## config.mk

```make
export PLATFORM = sky130hd
export DESIGN_NAME = data_io_fifo_flat
export DESIGN_NICKNAME = d
export VERILOG_FILES = /design/src/rtl/data_io_fifo_if.sv /design/src/rtl/data_io_fifo.sv /design/src/flat_wrapper.sv
export SDC_FILE = /design/constraint.sdc
export NUM_CORES = 1
export LEC_CHECK = 0
export CAP_MARGIN = 20
export CORE_MARGIN = 2
export CORE_UTILIZATION = 54
export DETAILED_ROUTE_END_ITERATION = 7
export PLACE_DENSITY = 0.74
export REMOVE_ABC_BUFFERS = 1
export SLEW_MARGIN = 10
export SYNTH_ARGS = -nofsm -noshare
export SYNTH_HDL_FRONTEND = slang
export SYNTH_SLANG_ARGS = --single-unit
```

## constraint.sdc

```tcl
create_clock -name clk -period 4.72 [get_ports clk]
set_input_delay 0.472 -clock clk [delete_from_list [all_inputs] [get_ports clk]]
set_output_delay 0.472 -clock clk [all_outputs]
set_load 0.02 [all_outputs]
```

## src/rtl/data_io_fifo_if.sv

```systemverilog
// RAM write port of the download FIFO: a word with its byte address and byte enables,
// held by the master until the slave acknowledges it.
interface data_io_fifo_if #(
    parameter int DW = 8,
    parameter int AW = 25
);
    logic            wr;
    logic            wr_ack;
    logic [AW-1:0]   a;
    logic [DW-1:0]   d;
    logic [DW/8-1:0] be;

    modport master (output wr, a, d, be, input wr_ack);
    modport slave  (input wr, a, d, be, output wr_ack);
endinterface

```

## src/rtl/data_io_fifo.sv

```systemverilog
// io-controller SPI download port: oversamples the file stream in the core clock domain,
// packs bytes into DW-bit words and writes them to RAM through a small buffering FIFO.
module data_io_fifo #(
    parameter int            DW         = 8,
    parameter int            AW         = 25,
    parameter logic [AW-1:0] START_ADDR = '0,
    parameter int            FIFO_AW    = 2
) (
    input  logic          clk,
    input  logic          reset,
    input  logic          sck,
    input  logic          ss,
    input  logic          sdi,
    output logic          downloading,
    output logic [AW-1:0] size,
    output logic [7:0]    index,
    output logic          overflow,
    data_io_fifo_if.master ram
);
    localparam int BW    = DW / 8;
    localparam int LW    = (BW > 1) ? $clog2(BW) : 1;
    localparam int DEPTH = 1 << FIFO_AW;
    localparam logic [FIFO_AW:0] FULL = (FIFO_AW + 1)'(DEPTH);

    typedef struct packed {
        logic [AW-1:0] a;
        logic [DW-1:0] d;
        logic [BW-1:0] be;
    } ent_t;

    logic [2:0]         sck_r;
    logic [1:0]         ss_r, sdi_r;
    logic               armed;
    logic [3:0]         cnt;
    logic [6:0]         sr;
    logic [7:0]         cmd;
    logic [AW-1:0]      addr;
    logic [DW-1:0]      pack;
    logic [BW-1:0]      be_acc;
    logic               ending;
    ent_t               mem [DEPTH];
    logic [FIFO_AW-1:0] wp, rp;
    logic [FIFO_AW:0]   count;   // includes the word currently held on the RAM port

    logic          bit_evt, byte_evt, is_start, is_end, is_data, last;
    logic          push, push_ok, issue, release_w;
    logic [7:0]    shift;
    logic [LW-1:0] lane;
    logic [DW-1:0] pack_nxt;
    ent_t          push_ent;

    always_comb begin
        bit_evt   = armed && sck_r[1] && !sck_r[2] && !ss_r[1];
        shift     = {sr, sdi_r[1]};
        byte_evt  = bit_evt && cnt == 4'd15;
        is_start  = byte_evt && cmd == 8'h53 && shift[0];
        is_end    = byte_evt && cmd == 8'h53 && !shift[0];
        is_data   = byte_evt && cmd == 8'h54 && downloading;
        lane      = (BW > 1) ? size[LW-1:0] : '0;
        last      = (lane == LW'(BW - 1));
        pack_nxt  = pack;
        pack_nxt[int'(lane) * 8 +: 8] = shift;
        push      = 1'b0;
        push_ent  = '{a: addr, d: pack_nxt, be: '1};
        if (is_data && last)
            push = 1'b1;
        if (is_end && be_acc != '0) begin
            push     = 1'b1;
            push_ent = '{a: addr, d: pack, be: be_acc};
        end
        release_w = ram.wr && ram.wr_ack;
        push_ok   = push && (count != FULL || release_w);
        issue     = !ram.wr && count != '0 && !is_start;
    end

    always_ff @(posedge clk) begin
        if (!reset && push_ok)
            mem[wp] <= push_ent;
    end

    always_ff @(posedge clk) begin
        if (reset) begin
            sck_r <= '0; ss_r <= '0; sdi_r <= '0;
            armed <= 1'b0; cnt <= '0; sr <= '0; cmd <= '0;
            downloading <= 1'b0; size <= '0; index <= '0; overflow <= 1'b0;
            addr <= START_ADDR; pack <= '0; be_acc <= '0; ending <= 1'b0;
            wp <= '0; rp <= '0; count <= '0;
            ram.wr <= 1'b0; ram.a <= '0; ram.d <= '0; ram.be <= '0;
        end else begin
            sck_r <= {sck_r[1:0], sck};
            ss_r  <= {ss_r[0], ss};
            sdi_r <= {sdi_r[0], sdi};

            // a frame only starts once ss has been seen high, so a reset mid-byte stays deaf
            if (ss_r[1]) begin
                armed <= 1'b1;
                cnt   <= '0;
            end else if (bit_evt) begin
                sr  <= shift[6:0];
                if (cnt == 4'd7) cmd <= shift;
                cnt <= (cnt == 4'd15) ? 4'd8 : cnt + 4'd1;
            end

            if (byte_evt && cmd == 8'h55)
                index <= shift;

            if (is_data) begin
                size <= size + AW'(1);
                if (last) begin
                    pack   <= '0;
                    be_acc <= '0;
                    addr   <= addr + AW'(BW);
                end else begin
                    pack   <= pack_nxt;
                    be_acc <= be_acc | (BW'(1) << lane);
                end
            end

            if (push && !push_ok)
                overflow <= 1'b1;

            if (is_end) begin
                pack   <= '0;
                be_acc <= '0;
                ending <= downloading;
            end else if (ending && count == '0 && !push && !ram.wr) begin
                downloading <= 1'b0;
                ending      <= 1'b0;
            end

            // a restart keeps only the in-flight word's slot so its ack still balances count
            if (is_start) begin
                wp          <= rp;
                count       <= {{FIFO_AW{1'b0}}, ram.wr && !ram.wr_ack};
                size        <= '0;
                addr        <= START_ADDR;
                overflow    <= 1'b0;
                pack        <= '0;
                be_acc      <= '0;
                downloading <= 1'b1;
                ending      <= 1'b0;
            end else begin
                if (push_ok) wp <= wp + FIFO_AW'(1);
                if (issue)   rp <= rp + FIFO_AW'(1);
                count <= count + {{FIFO_AW{1'b0}}, push_ok} - {{FIFO_AW{1'b0}}, release_w};
            end

            if (release_w) begin
                ram.wr <= 1'b0;
            end else if (issue) begin
                ram.wr <= 1'b1;
                ram.a  <= mem[rp].a;
                ram.d  <= mem[rp].d;
                ram.be <= mem[rp].be;
            end
        end
    end
endmodule

```

## src/flat_wrapper.sv

```systemverilog
// flat-port wrapper written by rule: the top's interface ports become plain ports
module data_io_fifo_flat 
#(
    parameter int            DW         = 8,
    parameter int            AW         = 25,
    parameter logic [AW-1:0] START_ADDR = '0,
    parameter int            FIFO_AW    = 2
)
  (clk, reset, sck, ss, sdi, downloading, size, index, overflow, ram_wr, ram_a, ram_d, ram_be, ram_wr_ack);
  data_io_fifo_if #(.DW(DW), .AW(AW)) ram_i ();
  input  logic clk;
  input  logic reset;
  input  logic sck;
  input  logic ss;
  input  logic sdi;
  output logic downloading;
  output logic [AW-1:0] size;
  output logic [7:0] index;
  output logic overflow;
  output wire logic [$bits(ram_i.wr)-1:0] ram_wr;
  output wire logic [$bits(ram_i.a)-1:0] ram_a;
  output wire logic [$bits(ram_i.d)-1:0] ram_d;
  output wire logic [$bits(ram_i.be)-1:0] ram_be;
  input wire logic [$bits(ram_i.wr_ack)-1:0] ram_wr_ack;
  assign ram_wr = ram_i.wr;
  assign ram_a = ram_i.a;
  assign ram_d = ram_i.d;
  assign ram_be = ram_i.be;
  assign ram_i.wr_ack = ram_wr_ack;
  data_io_fifo #(.DW(DW), .AW(AW), .START_ADDR(START_ADDR), .FIFO_AW(FIFO_AW)) u_core (.clk(clk), .reset(reset), .sck(sck), .ss(ss), .sdi(sdi), .downloading(downloading), .size(size), .index(index), .overflow(overflow), .ram(ram_i));
endmodule
```

==> key figures <==
Worst setup path
  • CP bufs+invs: 3
  • CP cell instances: and4bb_1 > nand4b_4 > buf_4 > buf_4 > o21ai_4 > buf_4 > mux2i_1
  • CP delay by family, top: buffers and inverters
  • Worst flop-to-flop path endpoint: u_core.ram.a[3]
  • Worst flop-to-flop path startpoint: u_core.ss_r[1]
  • Crit path arrival time: 3740 ps
  • Critical path capture point type: flip-flop
  • Slowest cell on the critical path: sky130_fd_sc_hd__and4bb_1
  • R2R setup slack: 1430 ps
  • Depth of the most critical reg-to-reg path: 7
  • CP most frequent cell: sky130_fd_sc_hd__buf_4
  • Slowest cell delay on critical path: 760 ps
  • Crit Path Category: reg -> reg
  • Capture point of the worst path: u_core.ram.a[3]
  • Number of logic stages on the critical path including buffering: 7
  • Critical Path Source Type: flip-flop
  • Worst Path Required: 5170 ps
  • Critical Path Source: u_core.ss_r[1]
  • Top fanout value on the critical path: 77

Floorplan
  • Width of the chip: 147 microns
  • Row count: 52
  • Core ar.: 0.0202 sq mm
  • Total Die Area: 0.0216 sq mm
  • Initial Util: 0.548
  • Ports placed on the boundary: 76
  • Die span in y: 147 microns

Route
  • Post-route DRC: 0
  • Met1 Routed Length: 10,300 microns
  • Met3 Routed Length: 1280 microns
  • Routed WL per cell: 18.1 microns
  • Via count of the routed design: 7,425
  • Met2 wire length: 11,100 microns
  • Antenna violation net count after detailed routing: 0
  • Overall routed net length: 23,000 microns
  • Top routing layer used: met4
  • Number of DRC markers after the initial detailed-route iteration: 600
  • Drt via density: 5.82
  • Length of the first detailed-routing pass in iterations: 6

Placed design
  • Final weighted congestion of routability-driven global placement: 0.811
  • Half-perimeter wire length after placement: 14,400 microns
  • Dpl ws: 1430 ps
  • PortBufs: 75

Yosys
  • Mean instance size in the synthesized netlist: 11.9 sq um
  • Number of enable-type register cells in the synthesized netlist: 132
  • Register area share after synthesis: 0.594
  • Number of warnings reported in the yosys synthesis log: 0
  • Number of unique standard cell types used by synthesis: 51
  • Gate count after technology mapping: 926
  • Cell Area, Synth: 0.0110 sq mm
  • Number of register bits inferred by synthesis: 262
  • Dominant register cell in the synthesized netlist: sky130_fd_sc_hd__edfxtp_1
  • Proportion of register bits with asynchronous set or reset after synthesis: 0

Timing
  • Highest clock rate: 304 MHz
  • Number of pins exceeding their max-slew limit in the final report: 0
  • Crit path time final: 3290 ps
  • Final worst setup slack: 1430 ps
  • Headroom to the max-slew limit: 0.269
  • Portion of the clock cycle consumed by the worst path in the final layout: 0.696
  • Unrepaired setup endpoints after global routing: false
  • Sum of negative setup slack: 0 ps
  • Transition time of the tightest slew-check pin: 1090 ps
  • Number of failing hold endpoints at the final stage: 0
  • Clock Skews: 13.4 ps
  • Final setup violation count: 0

Global routing
  • Overall Global Routing Usage: 0.212
  • Via count of the first global-routing pass: 6,987
  • Maximum number of pins on one net before global-route repair: 78
  • Total congestion overflow: 0
  • Initial antenna violation count: 1
  • Wire length of the first global-routing pass: 37,200 microns

Power
  • Cell area power density: 418 mW/mm^2
  • Net Sw Frac: 0.245
  • Share of total power in combinational logic: 0.143
  • Power share of the clock group: 0.382
  • Maximum VDD drop: 0.000344 V
  • Net load switching power: 1.32 mW
  • Leak pwr: 4.18 nW
  • Sequential share of power: 0.475
  • Internal power: 4.07 mW

Clocking
  • Worst-skew pair later-pin latency: 530 ps
  • CTS tree: yes
  • Depth of the CTS H-tree: 1
  • Clock edge transition at the registers on the reported setup and hold paths: 60 ps
  • Clock sink count: 262
  • Maximum count of clock buffers along a single path: 3
  • Clock tree root driver cell: sky130_fd_sc_hd__clkbuf_16
  • Post-cts hold buffer count: 0
  • Setup bufs post-CTS: 0
  • Number of buffers created by CTS: 27
  • Cells resized by post-CTS repair: 0

Finish
  • Area growth, synth to finish: 16.7%
  • Final layout net count: 999
  • Fill cell instance count of the final layout: 1,565
  • Ratio of cells with drive above 1 in the final layout: 0.103
  • Top library cells by usage in the layout, fill and taps aside: 132 x sky130_fd_sc_hd__edfxtp_1, 129 x sky130_fd_sc_hd__dfxtp_1, 97 x sky130_fd_sc_hd__nand2_1
  • Leading cell type in the layout, fill and taps excluded: sky130_fd_sc_hd__edfxtp_1

Min path
  • Worst hold-check path type: reg -> reg
  • Worst Hold Launch: u_core.sck_r[0]

Status
  • Run status: finished, final reports clean

Flow run
  • Number of maximum-capacitance violations: 0
layer usage:
metal,global-route usage,up-vias
met5,0,-
met4,0.0582,0
met3,0.0335,31
met1,0.303,3593
met2,0.341,216
li1,-,3585
stage by stage:
step | std cells | cell area [sq um] | hold WS (ps) | util | power [mW]
global route | 1274 | 12900 | 462 | 0.639 | 5.59
floorplan | 859 | 10800 | 414 | - | 3.09
CTS | 1272 | 12900 | 440 | 0.638 | 5.43
finish | 1275 | 12900 | 444 | 0.639 | 5.38
global placement | 1222 | 12000 | 421 | 0.596 | 3.37
detailed placement | 1222 | 12000 | 426 | 0.596 | 3.39
cells by family after synthesis:
| group | synth area share |
|---|---|
| simple gates | 0.151 |
| mux | 0.133 |
| xor+xnor | 0.00238 |
| flops | 0.594 |
| fa+ha+maj | 0.0120 |
| buf+inv | 0.0322 |
| compound gates | 0.0755 |
cell type report:
| cell class | instances | area, sq um | share of cell area |
|---|---|---|---|
| timing repair buffer | 95 | 913 | 0.0708 |
| antenna | 1 | 2.50 | 0.000194 |
| clock inverter | 16 | 156 | 0.0121 |
| multi-input combinational | 579 | 4150 | 0.322 |
| clock buffer | 34 | 702 | 0.0544 |
| tap | 270 | 338 | 0.0262 |
| sequential | 262 | 6570 | 0.509 |
| inverter | 18 | 67.6 | 0.00524 |
synthesized netlist by cell type, drive strengths merged, types with 3 or more instances:
cell type | number | area (sq um)
nor4 | 18 | 113
nand4 | 16 | 100
nor2b | 25 | 156
nand3 | 30 | 150
o21ai | 63 | 323
and2 | 8 | 50.1
and3 | 9 | 56.3
buf | 22 | 118
nor2 | 47 | 176
nand2b | 3 | 18.8
o31ai | 16 | 120
mux4 | 33 | 743
nand2 | 97 | 364
nand4b | 4 | 50.1
and4bb | 3 | 37.5
a21oi | 40 | 200
or3 | 7 | 43.8
edfxtp | 132 | 3960
or4 | 16 | 120
mux2i | 70 | 701
dfxtp | 130 | 2600
o211ai | 13 | 97.6
and4 | 10 | 87.6
inv | 18 | 67.6
nor3 | 20 | 100
clkbuf | 45 | 170
ha | 9 | 113
power groups by stage:
| stage | clock, mW | combinational [mW] | sequential (mW) |
|---|---|---|---|
| global placement | 0 | 0.759 | 2.61 |
| floorplan | 0 | 0.358 | 2.73 |
| finish | 2.06 | 0.768 | 2.56 |
| detailed placement | 0 | 0.777 | 2.61 |
| CTS | 2.09 | 0.777 | 2.56 |
| global route | 2.20 | 0.823 | 2.57 |
flip-flops by register name, summed over array words and instances, names as in the netlist:
name	count
u_core.addr	25
u_core.armed	1
u_core.cmd	8
u_core.cnt	4
u_core.count	3
u_core.downloading	1
u_core.ending	1
u_core.index	8
u_core.mem	132
u_core.overflow	1
u_core.ram.a	25
u_core.ram.be	1
u_core.ram.d	8
u_core.ram.wr	1
u_core.rp	2
u_core.sck_r	3
u_core.sdi_r	2
u_core.size	25
u_core.sr	7
u_core.ss_r	2
u_core.wp	2
worst min-delay path by stage:
stage | endpoint | slack, ps | cells past startpoint
2_1_floorplan | u_core.sck_r[1] | 410 | 1
3_3_place_gp | u_core.sdi_r[1] | 420 | 1
3_5_place_dp | u_core.sck_r[1] | 430 | 1
4_1_cts | u_core.sck_r[1] | 440 | 1
5_1_grt | u_core.ss_r[1] | 460 | 1
6_report | u_core.sck_r[1] | 440 | 1
Power figures use the tool's default switching activity.
